==> config.mk <==
export PLATFORM = sky130hd
export DESIGN_NAME = sigmf_bwd_flat
export DESIGN_NICKNAME = d
export VERILOG_FILES = /design/src/rtl/sigmf_bwd_pkg.sv /design/src/rtl/sigmf_bwd_if.sv /design/src/rtl/sigmf_bwd_qmul.sv /design/src/rtl/sigmf_bwd.sv /design/src/flat_wrapper.sv
export SDC_FILE = /design/constraint.sdc
export NUM_CORES = 2
export LEC_CHECK = 0
export BUFFER_PORTS_ARGS = -buffer_cell sky130_fd_sc_hd__buf_2
export CAP_MARGIN = 20
export CORE_MARGIN = 2
export CORE_UTILIZATION = 45
export DETAILED_ROUTE_END_ITERATION = 16
export PLACE_DENSITY = 0.69
export SYNTH_ARGS = -nofsm -noshare
export SYNTH_HDL_FRONTEND = slang
export SYNTH_SLANG_ARGS = --single-unit
==> constraint.sdc <==
create_clock -name clk -period 10.75 [get_ports clk]
set_clock_uncertainty 0.2 [all_clocks]
set_input_delay 0.5375 -clock clk [delete_from_list [all_inputs] [get_ports clk]]
set_output_delay 0.5375 -clock clk [all_outputs]
set_load 0.05 [all_outputs]
==> src/rtl/sigmf_bwd_pkg.sv <==
// Shared constants and FSM encoding for the sigmoid backward-pass block.
// Q8.24 signed fixed point throughout.
package sigmf_bwd_pkg;

    localparam int unsigned DWIDTH = 32;
    localparam int unsigned FRAC   = 24;
    localparam int unsigned CNTW   = 16;

    localparam logic signed [DWIDTH-1:0] ONE  = 32'sh0100_0000;
    localparam logic signed [DWIDTH-1:0] QMAX = 32'sh7FFF_FFFF;
    localparam logic signed [DWIDTH-1:0] QMIN = 32'sh8000_0000;

    typedef enum logic [1:0] {
        StIdle = 2'd0,
        StMul1 = 2'd1,
        StMul2 = 2'd2,
        StHold = 2'd3
    } state_e;

endpackage

==> src/rtl/sigmf_bwd_if.sv <==
// Sample-in / delta-out stream bundle for sigmf_bwd.
// The slave modport is the block's view; master is the surrounding datapath.
interface sigmf_bwd_if;
    import sigmf_bwd_pkg::*;

    logic              in_valid;
    logic              in_ready;
    logic              in_last;
    logic              mode_out;
    logic [DWIDTH-1:0] y_in;
    logic [DWIDTH-1:0] err_in;
    logic              out_valid;
    logic              out_ready;
    logic [DWIDTH-1:0] delta_out;
    logic              out_last;
    logic [CNTW-1:0]   out_cnt;

    modport slave (
        input  in_valid, in_last, mode_out, y_in, err_in, out_ready,
        output in_ready, out_valid, delta_out, out_last, out_cnt
    );

    modport master (
        output in_valid, in_last, mode_out, y_in, err_in, out_ready,
        input  in_ready, out_valid, delta_out, out_last, out_cnt
    );

endinterface

==> src/rtl/sigmf_bwd_qmul.sv <==
// Combinational signed Q8.24 multiply; keeps product bits [FRAC+DWIDTH-1:FRAC],
// which truncates toward -inf.
module sigmf_bwd_qmul
    import sigmf_bwd_pkg::*;
(
    input  logic signed [DWIDTH-1:0] a,
    input  logic signed [DWIDTH-1:0] b,
    output logic signed [DWIDTH-1:0] p
);

    logic signed [2*DWIDTH-1:0] prod;
    logic                       unused_bits;

    assign prod        = a * b;
    assign p           = prod[FRAC+DWIDTH-1:FRAC];
    // Callers guarantee the kept slice cannot overflow, so the dropped bits carry no information.
    assign unused_bits = ^{prod[2*DWIDTH-1:FRAC+DWIDTH], prod[FRAC-1:0]};

endmodule

==> src/rtl/sigmf_bwd.sv <==
// Sigmoid backprop delta: delta = e * y * (1 - y), two passes through one
// shared Q8.24 multiplier sequenced by a four-state FSM.
module sigmf_bwd
    import sigmf_bwd_pkg::*;
(
    input  logic       clk,
    input  logic       rst_n,
    sigmf_bwd_if.slave bus
);

    state_e state_q, state_d;

    logic signed [DWIDTH-1:0] y_q, y_d;
    logic signed [DWIDTH-1:0] e_q, e_d;
    logic signed [DWIDTH-1:0] p_q, p_d;
    logic signed [DWIDTH-1:0] delta_q, delta_d;
    logic                     last_q, last_d;
    logic                     out_last_q, out_last_d;
    logic                     out_valid_q, out_valid_d;
    logic                     in_ready_q, in_ready_d;
    logic [CNTW-1:0]          cnt_q, cnt_d;

    logic signed [DWIDTH-1:0] y_clamp;
    logic signed [DWIDTH-1:0] e_cap;
    logic signed [DWIDTH:0]   diff;
    logic signed [DWIDTH-1:0] mul_a, mul_b, mul_p;
    logic                     accept;

    // in_ready is registered so it stays low through reset and rises one clock after release.
    assign accept = bus.in_valid && in_ready_q;

    always_comb begin
        y_clamp = $signed(bus.y_in);
        if ($signed(bus.y_in) < 0) begin
            y_clamp = '0;
        end else if ($signed(bus.y_in) > ONE) begin
            y_clamp = ONE;
        end

        diff  = $signed({bus.err_in[DWIDTH-1], bus.err_in}) -
                $signed({y_clamp[DWIDTH-1], y_clamp});
        e_cap = $signed(bus.err_in);
        if (bus.mode_out) begin
            if (diff[DWIDTH] != diff[DWIDTH-1]) begin
                e_cap = diff[DWIDTH] ? QMIN : QMAX;
            end else begin
                e_cap = diff[DWIDTH-1:0];
            end
        end
    end

    // Operand mux: MUL1 forms y*(1-y), every other state presents p*e.
    always_comb begin
        mul_a = p_q;
        mul_b = e_q;
        if (state_q == StMul1) begin
            mul_a = y_q;
            mul_b = ONE - y_q;
        end
    end

    sigmf_bwd_qmul u_qmul (
        .a (mul_a),
        .b (mul_b),
        .p (mul_p)
    );

    always_comb begin
        state_d     = state_q;
        y_d         = y_q;
        e_d         = e_q;
        p_d         = p_q;
        delta_d     = delta_q;
        last_d      = last_q;
        out_last_d  = out_last_q;
        out_valid_d = out_valid_q;
        in_ready_d  = in_ready_q;
        cnt_d       = cnt_q;

        case (state_q)
            StIdle: begin
                in_ready_d = 1'b1;
                if (accept) begin
                    y_d        = y_clamp;
                    e_d        = e_cap;
                    last_d     = bus.in_last;
                    in_ready_d = 1'b0;
                    state_d    = StMul1;
                end
            end
            StMul1: begin
                p_d     = mul_p;
                state_d = StMul2;
            end
            StMul2: begin
                delta_d     = mul_p;
                out_last_d  = last_q;
                out_valid_d = 1'b1;
                state_d     = StHold;
            end
            StHold: begin
                if (bus.out_ready) begin
                    out_valid_d = 1'b0;
                    cnt_d       = cnt_q + CNTW'(1);
                    in_ready_d  = 1'b1;
                    state_d     = StIdle;
                end
            end
            default: begin
                state_d = StIdle;
            end
        endcase
    end

    always_ff @(posedge clk or negedge rst_n) begin
        if (!rst_n) begin
            state_q     <= StIdle;
            y_q         <= '0;
            e_q         <= '0;
            p_q         <= '0;
            delta_q     <= '0;
            last_q      <= 1'b0;
            out_last_q  <= 1'b0;
            out_valid_q <= 1'b0;
            in_ready_q  <= 1'b0;
            cnt_q       <= '0;
        end else begin
            state_q     <= state_d;
            y_q         <= y_d;
            e_q         <= e_d;
            p_q         <= p_d;
            delta_q     <= delta_d;
            last_q      <= last_d;
            out_last_q  <= out_last_d;
            out_valid_q <= out_valid_d;
            in_ready_q  <= in_ready_d;
            cnt_q       <= cnt_d;
        end
    end

    assign bus.in_ready  = in_ready_q;
    assign bus.out_valid = out_valid_q;
    assign bus.delta_out = delta_q;
    assign bus.out_last  = out_last_q;
    assign bus.out_cnt   = cnt_q;

endmodule
==> src/flat_wrapper.sv <==
// flat-port wrapper written by rule: the top's interface ports become plain ports
module sigmf_bwd_flat import sigmf_bwd_pkg::*;
  (clk, rst_n, bus_in_valid, bus_in_last, bus_mode_out, bus_y_in, bus_err_in, bus_out_ready, bus_in_ready, bus_out_valid, bus_delta_out, bus_out_last, bus_out_cnt);
  sigmf_bwd_if bus_i ();
  input  logic clk;
  input  logic rst_n;
  input wire logic [$bits(bus_i.in_valid)-1:0] bus_in_valid;
  input wire logic [$bits(bus_i.in_last)-1:0] bus_in_last;
  input wire logic [$bits(bus_i.mode_out)-1:0] bus_mode_out;
  input wire logic [$bits(bus_i.y_in)-1:0] bus_y_in;
  input wire logic [$bits(bus_i.err_in)-1:0] bus_err_in;
  input wire logic [$bits(bus_i.out_ready)-1:0] bus_out_ready;
  output wire logic [$bits(bus_i.in_ready)-1:0] bus_in_ready;
  output wire logic [$bits(bus_i.out_valid)-1:0] bus_out_valid;
  output wire logic [$bits(bus_i.delta_out)-1:0] bus_delta_out;
  output wire logic [$bits(bus_i.out_last)-1:0] bus_out_last;
  output wire logic [$bits(bus_i.out_cnt)-1:0] bus_out_cnt;
  assign bus_i.in_valid = bus_in_valid;
  assign bus_i.in_last = bus_in_last;
  assign bus_i.mode_out = bus_mode_out;
  assign bus_i.y_in = bus_y_in;
  assign bus_i.err_in = bus_err_in;
  assign bus_i.out_ready = bus_out_ready;
  assign bus_in_ready = bus_i.in_ready;
  assign bus_out_valid = bus_i.out_valid;
  assign bus_delta_out = bus_i.delta_out;
  assign bus_out_last = bus_i.out_last;
  assign bus_out_cnt = bus_i.out_cnt;
  sigmf_bwd u_core (.clk(clk), .rst_n(rst_n), .bus(bus_i));
endmodule
==> out/metrics.csv <==
stage;metric;value;unit
die;dieWidth;307;µm
die;coreArea;91500;µm²
global_route;grtUsageMet1;38.3;%
critical_path;worstSetupStartpointType;flip-flop;
sta;max-slew-margin-rel;25.3;%
sta;rsz0062_at_grt;no;
sta;fmax;0.0969;GHz
clocking;post-cts-setup-buffers;0;
routing;firstDrtPassIters;5;
clocking;cts-root-buf;clkbuf_16;
layout;diodes;0;
die;dieArea;94600;µm²
critical_path;setup.worst_path.end;u_core.bus.delta_out[25];
sta;period_minus_slack;10.32;ns
global_route;grtUsageTotal;29.2;%
global_route;grt_pass1_wl;207;mm
critical_path;r2r_start;u_core.y_q[7];
clocking;clock_path_buffers;2;
placed_design;routabilityCongestion;1.07;
run;drv_cap;0;
critical_path;slowest_delay;0.85;ns
critical_path;r2r_setup_slack;0.43;ns
sta;tns;0;ns
sta;worst_pin_slew;1.12;ns
die;fp-row-count;111;
placed_design;dp_slack;0.505;ns
critical_path;critPathLaunch;u_core.y_q[7];
clocking;clkLatencyLatePin;0.45;ns
sta;period_share;96.0;%
critical_path;crit_required;10.88;ns
layout;drive_gt1_share;8.01;%
routing;drt-initial-drc-count;2696;
global_route;globalRouteMet2Util;46.3;%
global_route;grt_pass1_vias;34617;
global_route;antenna_found_initial;5;
layout;area_growth_syn_to_layout;7.77;%
routing;drc;0;
layout;final_common_cell;inv_1;
clocking;cts_sinks;149;
synth;syn-cell-area;41400;µm²
routing;num_vias;32520;
layout;final_cell_mix;inv_1 (1034), fa_1 (983), nand2_1 (899), nor2_1 (263), ha_1 (206);
global_route;grt_max_degree;82;
synth;synth_cell_type_count;73;
critical_path;end_kind;flip-flop;
outcome;status;finished, final reports clean;
clocking;cts_made_buffers;17;
synth;async_flop_share;100;%
synth;synth.yosys.warnings;0;
critical_path;cp.arrival;10.44;ns
routing;vias_per_cell;5.47;
sta;setup_ws;0.434;ns
routing;antenna_left;0;
hold_path;hp-class;in2reg;
synth;synthFlopType;dfrtp_1;
critical_path;cp_slowest_cell;mux2_2;
global_route;met3_usage;6.32;%
global_route;grt_remaining_overflow;0;
routing;drt-total-wl;132;mm
die;initial_core_util;45.3;%
synth;synth_seq_cells;149;
routing;wl_per_cell;22.2;µm
layout;post-route-util;48.8;%
placed_design;port_buffers;120;
critical_path;crit_fanout;26;
synth;syn_avg_cell_area;8.85;µm²
synth;synth-edff-count;0;
sta;maxSlewViolCount;0;
sta;final_hold_viol_count;0;
die;die_y;307;µm
critical_path;rr_endpoint;u_core.bus.delta_out[25];
clocking;cts_tree;yes;
critical_path;worst-setup-path-type;reg2reg;
sta;final-setup-viol-count;0;
layout;num-fill-cells;8637;
placed_design;dp_hpwl;109;mm
die;io_pins;121;
global_route;busiest_layer;met2;
clocking;cts.clk_slew.worst_paths;0.07;ns
layout;nets;6007;
synth;synthCells;4681;
synth;yosysSeqAreaShare;9.00;%
critical_path;worst-r2r-cell-count;33;
clocking;htree_num_levels;4;
==> repair_timing <==
item	4_1_cts	5_1_grt
setup endpoints to repair	0	12
gates resized for setup	0	4
hold buffers	1	0
hold endpoints to repair	80	0
==> registers in the layout, summed over array words and instances (netlist names) <==
signal	count
u_core.state_q	2
u_core.bus.out_valid	1
u_core.bus.delta_out	32
u_core.bus.in_ready	1
u_core.last_q	1
u_core.bus.out_last	1
u_core.p_q	32
u_core.e_q	32
u_core.y_q	31
u_core.bus.out_cnt	16
==> cell usage after synthesis, types with 9 or more instances <==
| master | instances | area [µm²] |
|---|---|---|
| clkbuf_1 | 210 | 788 |
| a21oi_1 | 135 | 676 |
| o21bai_1 | 16 | 120 |
| mux2_2 | 47 | 529 |
| inv_1 | 1034 | 3880 |
| nand3_1 | 21 | 105 |
| nor3_1 | 23 | 115 |
| xor2_1 | 40 | 350 |
| and3_1 | 13 | 81.3 |
| ha_1 | 208 | 2600 |
| o21ai_0 | 120 | 601 |
| nor4_1 | 9 | 56.3 |
| a21o_1 | 88 | 661 |
| dfrtp_1 | 149 | 3730 |
| mux2i_1 | 13 | 130 |
| nor2b_1 | 45 | 282 |
| o211ai_1 | 9 | 67.6 |
| or3_1 | 25 | 156 |
| nand2b_1 | 9 | 56.3 |
| buf_1 | 26 | 97.6 |
| nand2_1 | 899 | 3370 |
| nand4_1 | 23 | 144 |
| fa_1 | 983 | 19700 |
| and2_1 | 65 | 407 |
| xnor2_1 | 79 | 692 |
| o21a_1 | 11 | 82.6 |
| nor2_1 | 263 | 987 |
| a31oi_1 | 12 | 75.1 |
==> metal layers <==
metal	vias to the layer above	wire length, µm
met5	-	22
met4	2	7710
met3	300	11900
met2	1437	60900
met1	16754	51500
li1	14027	-
==> cell families (layout without fill, tap and decap cells) <==
| kind of cell | count (synthesis) | in the layout | synth area share, % |
|---|---|---|---|
| buf+inv | 1273 | 1346 | 11.5 |
| xor+xnor | 120 | 120 | 2.57 |
| fa+ha+maj | 1191 | 1191 | 53.8 |
| compound gates | 463 | 463 | 7.00 |
| other cells | 1 | 6 | 0.00905 |
| flops | 149 | 149 | 9.00 |
| simple gates | 1423 | 1423 | 14.5 |
| mux | 61 | 61 | 1.65 |
==> how the worst min path moves through the flow <==
stage                                 from  slack (ns)                      end  cells past startpoint
floorplan                            rst_n        0.04  u_core.bus.delta_out[0]                      0
global placement             u_core.last_q        0.26            u_core.last_q                      2
detailed placement  u_core.bus.out_cnt[15]        0.26   u_core.bus.out_cnt[15]                      1
CTS                            bus_in_last        0.07            u_core.last_q                      3
global route                   bus_in_last        0.08            u_core.last_q                      3
finish                         bus_in_last        0.08            u_core.last_q                      3
==> metrics by stage <==
| stage | area [µm²] | instances | hold slack [ns] |
|---|---|---|---|
| after floorplan | 41500 | 4686 | 0.0419 |
| after global placement | 44000 | 5912 | 0.257 |
| after CTS | 44700 | 5945 | 0.0696 |
| after detailed placement | 44000 | 5912 | 0.256 |
| after global routing | 44700 | 5945 | 0.0845 |
| final | 44700 | 5945 | 0.0776 |
==> critical path, delay by kind of cell, from the launching register on <==
kind	cells	cell delay, ns
compound gates	8	2.02
fa+ha+maj	9	4.34
simple gates	5	1.37
flops	1	0.50
mux	1	0.85
xor+xnor	1	0.13
buf+inv	9	0.77
==> area by class of cell <==
cell class | instances | area [µm²] | share of cell area (%)
well taps | 1186 | 1480 | 3.32
inverters | 1035 | 3880 | 8.70
flip-flops and latches | 149 | 3730 | 8.35
repair buffers | 279 | 1890 | 4.23
multi-input cells | 3264 | 33100 | 74.0
clock buffers | 21 | 460 | 1.03
clock inverters | 11 | 161 | 0.361
Power is not shown: default switching activity piles up to over one toggle a cycle in this logic, so the estimate is an artifact.
